==> config.mk <==
export PLATFORM = sky130hd
export DESIGN_NAME = sc_speed_scheduler
export DESIGN_NICKNAME = d
export VERILOG_FILES = /design/src/rtl/sc_speed_pkg.sv /design/src/rtl/sc_speed_scheduler_lane.sv /design/src/rtl/sc_speed_scheduler.sv
export SDC_FILE = /design/constraint.sdc
export NUM_CORES = 1
export LEC_CHECK = 0
export CORE_ASPECT_RATIO = 0.75
export CORE_MARGIN = 3
export CORE_UTILIZATION = 56
export DETAILED_ROUTE_END_ITERATION = 10
export PLACE_DENSITY = 0.86
export SKIP_CTS_REPAIR_TIMING = 1
export SLEW_MARGIN = 40
export SYNTH_ARGS = -nofsm -noshare
export SYNTH_HDL_FRONTEND = slang
export SYNTH_SLANG_ARGS = --single-unit
export TNS_END_PERCENT = 50
==> constraint.sdc <==
create_clock -name SC_SPEEDSCHEDULER_CLOCK_50 -period 3.1 [get_ports SC_SPEEDSCHEDULER_CLOCK_50]
set_clock_uncertainty 0.15 [all_clocks]
set_input_delay 0.62 -clock SC_SPEEDSCHEDULER_CLOCK_50 [delete_from_list [all_inputs] [get_ports SC_SPEEDSCHEDULER_CLOCK_50]]
set_output_delay 0.62 -clock SC_SPEEDSCHEDULER_CLOCK_50 [all_outputs]
set_load 0.01 [all_outputs]
==> src/rtl/sc_speed_pkg.sv <==
// Shared types and constants for the Frogger lane speed scheduler.
// Holds the state encoding, speed width and the write request record.
package sc_speed_pkg;

    localparam int SPEED_W = 8;
    localparam logic [SPEED_W-1:0] SPEED_OFF = 8'h00;
    localparam logic [SPEED_W-1:0] SPEED_ONE = 8'h01;

    typedef enum logic [1:0] {
        IDLE  = 2'd0,
        LOAD  = 2'd1,
        RUN   = 2'd2,
        PAUSE = 2'd3
    } schedState_t;

    typedef struct packed {
        logic               vld;
        logic [2:0]         lane;
        logic [SPEED_W-1:0] data;
    } speedWr_t;

    // Same "register equals zero" test used by counters and speed checks.
    function automatic logic isZero(input logic [SPEED_W-1:0] v);
        return v == SPEED_OFF;
    endfunction

endpackage

==> src/rtl/sc_speed_scheduler_lane.sv <==
// One lane: down-counter, arm flag, zero detect and registered fire pulse.
// speed is the effective value, so a same-edge write is seen by the reload.
module sc_lane_counter
    import sc_speed_pkg::*;
(
    input  logic               clk,
    input  logic               rst,
    input  logic               clear,
    input  logic               load,
    input  logic               tick,
    input  logic               wrArm,
    input  logic [SPEED_W-1:0] speed,
    output logic               fire
);

    logic [SPEED_W-1:0] cnt;
    logic [SPEED_W-1:0] reloadVal;
    logic               armed;
    logic               cntZero;
    logic               speedOn;

    assign cntZero   = isZero(cnt);
    assign speedOn   = !isZero(speed);
    assign reloadVal = speedOn ? speed - SPEED_ONE : SPEED_OFF;

    always_ff @(posedge clk or posedge rst) begin
        if (rst) begin
            cnt   <= SPEED_OFF;
            armed <= 1'b0;
            fire  <= 1'b0;
        end else begin
            fire <= 1'b0;
            if (clear) begin
                armed <= 1'b0;
            end else if (load) begin
                cnt   <= reloadVal;
                armed <= speedOn;
            end else if (tick && armed) begin
                if (cntZero) begin
                    fire  <= 1'b1;
                    cnt   <= reloadVal;
                    armed <= speedOn;
                end else begin
                    cnt <= cnt - SPEED_ONE;
                end
            // Armed lanes ignore writes until their next reload.
            end else if (wrArm && !armed) begin
                cnt   <= reloadVal;
                armed <= 1'b1;
            end
        end
    end

endmodule

==> src/rtl/sc_speed_scheduler.sv <==
// Lane speed scheduler top: play FSM, base-tick prescaler, speed registers
// and write decode, feeding one sc_lane_counter per lane.
module sc_speed_scheduler
    import sc_speed_pkg::*;
#(
    parameter int                        LANES          = 4,
    parameter int                        PRESCALE_WIDTH = 23,
    parameter logic [PRESCALE_WIDTH-1:0] PRESCALE_MAX   = 23'd4_999_999
) (
    input  logic             SC_SPEEDSCHEDULER_CLOCK_50,
    input  logic             SC_SPEEDSCHEDULER_RESET_InHigh,
    input  logic             SC_SPEEDSCHEDULER_start_InHigh,
    input  logic             SC_SPEEDSCHEDULER_pause_InHigh,
    input  logic             SC_SPEEDSCHEDULER_stop_InHigh,
    input  logic             SC_SPEEDSCHEDULER_wr_InHigh,
    input  logic [2:0]       SC_SPEEDSCHEDULER_wrLane_InBUS,
    input  logic [7:0]       SC_SPEEDSCHEDULER_wrData_InBUS,
    output logic [LANES-1:0] SC_SPEEDSCHEDULER_shift_OutBUS,
    output logic [1:0]       SC_SPEEDSCHEDULER_state_OutBUS,
    output logic             SC_SPEEDSCHEDULER_tick_OutHigh
);

    localparam logic [PRESCALE_WIDTH-1:0] PRESC_ONE = 1;

    logic clk, rst, start, pause, stop;
    assign clk   = SC_SPEEDSCHEDULER_CLOCK_50;
    assign rst   = SC_SPEEDSCHEDULER_RESET_InHigh;
    assign start = SC_SPEEDSCHEDULER_start_InHigh;
    assign pause = SC_SPEEDSCHEDULER_pause_InHigh;
    assign stop  = SC_SPEEDSCHEDULER_stop_InHigh;

    schedState_t               state, stateNxt;
    logic [PRESCALE_WIDTH-1:0] presc, prescNxt;
    logic [LANES-1:0][SPEED_W-1:0] speed, speedEff;
    logic [LANES-1:0]          laneWr;
    logic [LANES-1:0]          fire;
    speedWr_t                  wrReq;
    logic                      tickNow, laneTick, laneClear, laneLoad, wrArmOk;
    logic                      tickQ;

    assign wrReq.vld  = SC_SPEEDSCHEDULER_wr_InHigh;
    assign wrReq.lane = SC_SPEEDSCHEDULER_wrLane_InBUS;
    assign wrReq.data = SC_SPEEDSCHEDULER_wrData_InBUS;

    assign tickNow   = (state == RUN) && (presc == PRESCALE_MAX);
    // A stop on a tick cycle wins: no counter step and no pulse.
    assign laneTick  = tickNow && !stop;
    assign laneClear = (state == IDLE) || stop;
    assign laneLoad  = (state == LOAD);
    assign wrArmOk   = ((state == RUN) || (state == PAUSE)) && !isZero(wrReq.data);

    always_comb begin
        stateNxt = state;
        case (state)
            IDLE:    if (start) stateNxt = LOAD;
            LOAD:    stateNxt = RUN;
            RUN:     if (pause) stateNxt = PAUSE;
            PAUSE:   if (start) stateNxt = RUN;
            default: stateNxt = IDLE;
        endcase
        if (stop) stateNxt = IDLE;
    end

    always_comb begin
        prescNxt = presc;
        case (state)
            IDLE, LOAD: prescNxt = '0;
            RUN:        prescNxt = tickNow ? '0 : presc + PRESC_ONE;
            default:    prescNxt = presc;
        endcase
        if (stop) prescNxt = '0;
    end

    always_ff @(posedge clk or posedge rst) begin
        if (rst) begin
            state <= IDLE;
            presc <= '0;
            tickQ <= 1'b0;
        end else begin
            state <= stateNxt;
            presc <= prescNxt;
            tickQ <= laneTick;
        end
    end

    always_ff @(posedge clk or posedge rst) begin
        if (rst) begin
            speed <= '0;
        end else begin
            for (int i = 0; i < LANES; i++)
                if (laneWr[i]) speed[i] <= wrReq.data;
        end
    end

    // Indices >= LANES match no lane, so those writes fall away.
    for (genvar gi = 0; gi < LANES; gi++) begin : gLane
        assign laneWr[gi]   = wrReq.vld && (wrReq.lane == 3'(gi));
        assign speedEff[gi] = laneWr[gi] ? wrReq.data : speed[gi];

        sc_lane_counter uLane (
            .clk   (clk),
            .rst   (rst),
            .clear (laneClear),
            .load  (laneLoad),
            .tick  (laneTick),
            .wrArm (laneWr[gi] && wrArmOk),
            .speed (speedEff[gi]),
            .fire  (fire[gi])
        );
    end

    assign SC_SPEEDSCHEDULER_shift_OutBUS = fire;
    assign SC_SPEEDSCHEDULER_state_OutBUS = state;
    assign SC_SPEEDSCHEDULER_tick_OutHigh = tickQ;

endmodule

# Yosys cells after proc, flatten, opt, wreduce, memory -nomap -nowiden
# Cells that the tools add are included.
# W data, S select, Z words.
[classes]
n_addsub = 9
n_eq_ne = 14
n_mux = 68
n_bitwise = 1
reduce_logical = 61
[op_table]
columns = ["operator", "count"]
rows = [
  ["$mux W8", 24],
  ["$logic_not A8 Y1", 9],
  ["$sub A8 B1 Y8 const B", 8],
  ["$mux W23", 2],
  ["$pmux W23 S2", 1],
  ["$mux W1", 36],
  ["$add A23 B1 Y23 const B", 1],
  ["$eq A23 B23 Y1 const B", 1],
  ["$logic_and A1 B1 Y1", 19],
  ["$reduce_and A2 Y1", 8],
  ["$reduce_bool A4 Y1", 4],
  ["$reduce_bool A3 Y1", 5],
  ["$ne A4 B3 Y1 const B", 3],
  ["$logic_not A1 Y1", 10],
  ["$ne A3 B3 Y1 const B", 3],
  ["$mux W2", 4],
  ["$pmux W2 S4", 1],
  ["$eq A3 B2 Y1 const B", 2],
  ["$eq A2 B2 Y1 const B", 2],
  ["$ne A4 B1 Y1 const B", 1],
  ["$eq A3 B1 Y1 const B", 1],
  ["$logic_not A3 Y1", 1],
  ["$reduce_and A3 Y1", 1],
  ["$eq A2 B1 Y1 const B", 1],
  ["4 further kinds", 5],
]
[word_totals]
ff_bits = 98

# Depth between registers and ports, before layout
[depth]
word_depth = 9
ltp_mapped = 12
ltp_nobuf = 10

# By module
# From an unflattened synthesis, not the netlist that was laid out.
[unflattened]
hier_cells = 621
hier_area_um2 = 5811.8
[modules_own_cells]
columns = ["module", "n_inst", "cells_each", "area_each_um2", "seq_area_each_um2"]
rows = [
  ["sc_lane_counter", 4, 97, 784.5, 250.2],
  ["sc_speed_scheduler", 1, 233, 2673.8, 1451.4],
]

# Worst setup path after synthesis
# Ideal clock, no wire load.
[synth_timing]
kind = "input to register"
startpoint = "in SC_SPEEDSCHEDULER_wrLane_InBUS[1]"
endpoint = "reg gLane[0].uLane.armed"
setup_ns = 0.161
t_arrival_ns = 3.265
slack_ns = -0.476
stages = 8
path_cell_list = "nor4b_2 > clkbuf_1 > mux2i_1 > ha_1 > inv_1 > or4bb_1 > a2111oi_0 > a211oi_1"
[synth_via]
elab_chain_cells = 9
word_cells_on_any_way = 13
classes_between = "5 x mux; 8 x reduce/logical"
[synth_rtl]
columns = ["item", "line_no", "source"]
rows = [
  ["start, declared", "sc_speed_scheduler.sv:16", "input logic [2:0] SC_SPEEDSCHEDULER_wrLane_InBUS,"],
  ["$logic_not A3 Y1 (*)", "sc_speed_scheduler.sv:97", "assign laneWr[gi] = wrReq.vld && (wrReq.lane == 3'(gi));"],
  ["$logic_and A1 B1 Y1 (*)", "sc_speed_scheduler.sv:97", ""],
  ["$mux W8", "n/a", ""],
  ["$logic_not A8 Y1", "sc_speed_pkg.sv:24", "return v == SPEED_OFF;"],
  ["$logic_not A1 Y1", "sc_speed_scheduler_lane.sv:23", "assign speedOn = !isZero(speed);"],
  ["$mux W1", "sc_speed_scheduler_lane.sv:39", "if (cntZero) begin"],
  ["$mux W1", "sc_speed_scheduler_lane.sv:38", "end else if (tick && armed) begin"],
  ["$mux W1", "sc_speed_scheduler_lane.sv:35", "end else if (load) begin"],
  ["$mux W1", "sc_speed_scheduler_lane.sv:33", "if (clear) begin"],
  ["end signal, assigned", "sc_speed_scheduler_lane.sv:37", "armed <= speedOn;"],
  ["end signal, assigned", "sc_speed_scheduler_lane.sv:42", "armed <= speedOn;"],
  ["end, declared", "sc_speed_scheduler_lane.sv:18", "logic armed;"],
]
# Every way passes the cells marked *; elsewhere a longest branch is shown, timed or not. The select of a mux whose other input is x is not followed.
# A chain may end at the register's enable or synchronous reset.

# Worst setup path after layout
[layout_timing]
startpoint = "in SC_SPEEDSCHEDULER_wr_InHigh"
endpoint = "reg gLane[0].uLane.armed"
[layout_via]
elab_chain_cells = 8
word_cells_on_any_way = 12
classes_between = "5 x mux; 7 x reduce/logical"
[layout_rtl]
columns = ["item", "line_no", "source"]
rows = [
  ["start, declared", "sc_speed_scheduler.sv:15", "input logic SC_SPEEDSCHEDULER_wr_InHigh,"],
  ["$logic_and A1 B1 Y1 (*)", "sc_speed_scheduler.sv:97", ""],
  ["$mux W8", "n/a", ""],
  ["$logic_not A8 Y1", "sc_speed_pkg.sv:24", ""],
  ["$logic_not A1 Y1", "sc_speed_scheduler_lane.sv:23", ""],
  ["$mux W1", "sc_speed_scheduler_lane.sv:39", ""],
  ["$mux W1", "sc_speed_scheduler_lane.sv:38", ""],
  ["$mux W1", "sc_speed_scheduler_lane.sv:35", ""],
  ["$mux W1", "sc_speed_scheduler_lane.sv:33", ""],
]
# Marked as above.

==> results.toml <==
[place]
place.gp.congestion = 0.946
dp_hpwl_um = 13800
numPortBuffers = 23
placed_area_mm2 = 0.00729
dp.cells = 941

[layout]
finish.instance_area_mm2 = 0.00761
drive_above_1_share = 0.171
layout-area-overhead-vs-synth_pct = 18.2
fin_cells = 957
final_nets = 842
antennaDiodeCount = 0

[power_and_ir_drop]
total_power_mw = 4.37
p_leak_nw = 3.27
worst_ir_drop_vdd_mv = 0.416
p_per_area_mw_per_mm2 = 574

[cts]
cts_root_buf = "clkbuf_16"
cts_buffer_depth = 2
cts_sinks = 98
clkTransAtPathRegs_ns = 0.07
cts_tree = "done"
ctsHtreeMaxLevel = 3
numCtsBuffers = 9
clk-insertion-delay-late_ns = 0.35

[routing]
ant_nets = 0
drc_errors = 0
vias_per_cell = 6.57
wire_per_inst_um = 19.5
drt_iter0_drc = 758
drt_wl_total_um = 18600
dr.pass1.iters = 6
vias = 6283

[timing]
finalSetupTns_ns = 0
fmax_mhz = 329
hold_viol_final = 0
layout_min_cycle_time_ns = 3.04
setup-violations-final = 0
max_slew.worst_pin.slew_ns = 0.627
timing.hold.ws_ns = 0.370
final_max_slew_viol_count = 0
relSlewSlack = 0.579
post-route-period-util = 0.982

[synth]
synth_top_area_frac = 0.381
synth_edf_count = 0
yosysTopAreaCell = "dfrtp_1"
yosysUniqueCellTypes = 79
synth_common_cells = "dfrtp_1 (98), nand2_1 (89), nor2_1 (54)"
yosysSeqAreaShare = 0.381
netlist_instances = 736
synth_warnings = 0
yosysMostFrequentCell = "dfrtp_1"
async_reset_ff_frac = 1.00
syn_area_mm2 = 0.00643
synthFlopType = "dfrtp_1"
synth_seq_cells = 98
syn_nets = 766
synth_area_leaders = "dfrtp_1 (38%), nand2_1 (5.2%), o21ai_0 (3.7%)"
syn_avg_cell_area_um2 = 8.74

[setup_path]
cp-start-kind = "input pin"
worst-path-max-fanout = 15
criticalPathCategory = "input pin to register"
crit_path_end_kind = "register"
rrSetupSlack_ns = 0.11
cp.arrival_ns = 3.11
cp.required_ns = 3.17

[global_route]
antenna_found_initial = 0
grtUsageTotal = 0.299
grt_max_degree = 99
overflow = 0
grt_pass1_vias = 5943
grt_pass1_wl_um = 30600

[die]
start_util = 0.581
die-width_um = 130
num_rows = 33
die_h_um = 98.8
core-area_mm2 = 0.0111
io_pins = 24
die_area_mm2 = 0.0128

[worst_hold_path]
hold_path.class = "register to register"

[outcome]
status = "completed"

[flow_run]
drv_cap = 0
## path summary, 6_finish.rpt
kind | cells after the start | end | start
hold / removal | 2 | speed[20] | speed[20]
hold reg to reg | 2 | speed[20] | speed[20]
setup / recovery | 8 | gLane[0].uLane.armed | SC_SPEEDSCHEDULER_wr_InHigh
setup reg to reg | 8 | gLane[0].uLane.armed | presc[0]
max in group asynchronous | 3 | speed[21] | SC_SPEEDSCHEDULER_RESET_InHigh
min in group asynchronous | 3 | presc[3] | SC_SPEEDSCHEDULER_RESET_InHigh
## flip-flops by register name, summed over array words and instances, names as in the netlist
| register | cells |
|---|---|
| SC_SPEEDSCHEDULER_state_OutBUS | 2 |
| SC_SPEEDSCHEDULER_tick_OutHigh | 1 |
| gLane.uLane.armed | 4 |
| gLane.uLane.cnt | 32 |
| gLane.uLane.fire | 4 |
| presc | 23 |
| speed | 32 |
## layout make-up
class	count	area [um^2]
inverter	34	131
sequential	98	2450
multi-input combinational	569	3740
fill	819	3460
timing repair buffer	100	836
clock buffer	11	243
tap	140	175
clock inverter	5	30.0
## layer usage
layer	up-vias	part of all wire	track usage
met3	34	0.094	0.0661
met1	3058	0.43	0.436
met2	340	0.46	0.456
met4	0	0.014	0.0735
met5	-	0	0
li1	2851	-	-
## critical path, stage by stage
cell	delay, ns
clkdlybuf4s50_1	0.50
nor4b_4	0.23
buf_6	0.17
buf_4	0.21
mux2i_1	0.28
or4bb_4	0.63
a2111oi_0	0.38
a211oi_1	0.09
## kinds of logic after synthesis
group | Yosys count | share of synthesized area
AND/OR/NAND/NOR | 331 | 0.283
AO/OA/AOI/OAI | 165 | 0.172
flip-flops | 98 | 0.381
buffers and inverters | 69 | 0.0471
multiplexers | 35 | 0.0576
XOR/XNOR | 25 | 0.0340
adder cells (fa/ha/maj) | 13 | 0.0253
## stage by stage
stage	utilization	setup slack (ns)
6_report	0.687	0.0562
3_3_place_gp	0.659	-0.238
4_1_cts	0.684	0.00568
3_5_place_dp	0.659	-0.363
2_1_floorplan	-	-0.0307
5_1_grt	0.687	-0.00900
## layout by cell type (no fill, tap or decap), types with 11 or more instances in the layout
master	netlist	routed
a21oi_1	31	31
buf_4	5	74
clkdlybuf4s50_1	0	20
dfrtp_1	98	98
ha_1	13	12
inv_1	34	32
mux2_2	16	16
mux2i_1	19	16
nand2_1	89	89
nand3_1	34	34
nand4_1	11	11
nor2_1	54	54
nor3_1	35	35
nor3b_1	13	13
o21ai_0	48	48
or3_1	14	14
xnor2_1	17	17
## report_power, final
group	total, mW	switching (mW)	internal, mW
logic	1.41	0.760	0.647
registers	1.89	0.326	1.56
clock network	1.07	0.507	0.563
Note: power is estimated with default switching activity, not from simulation.
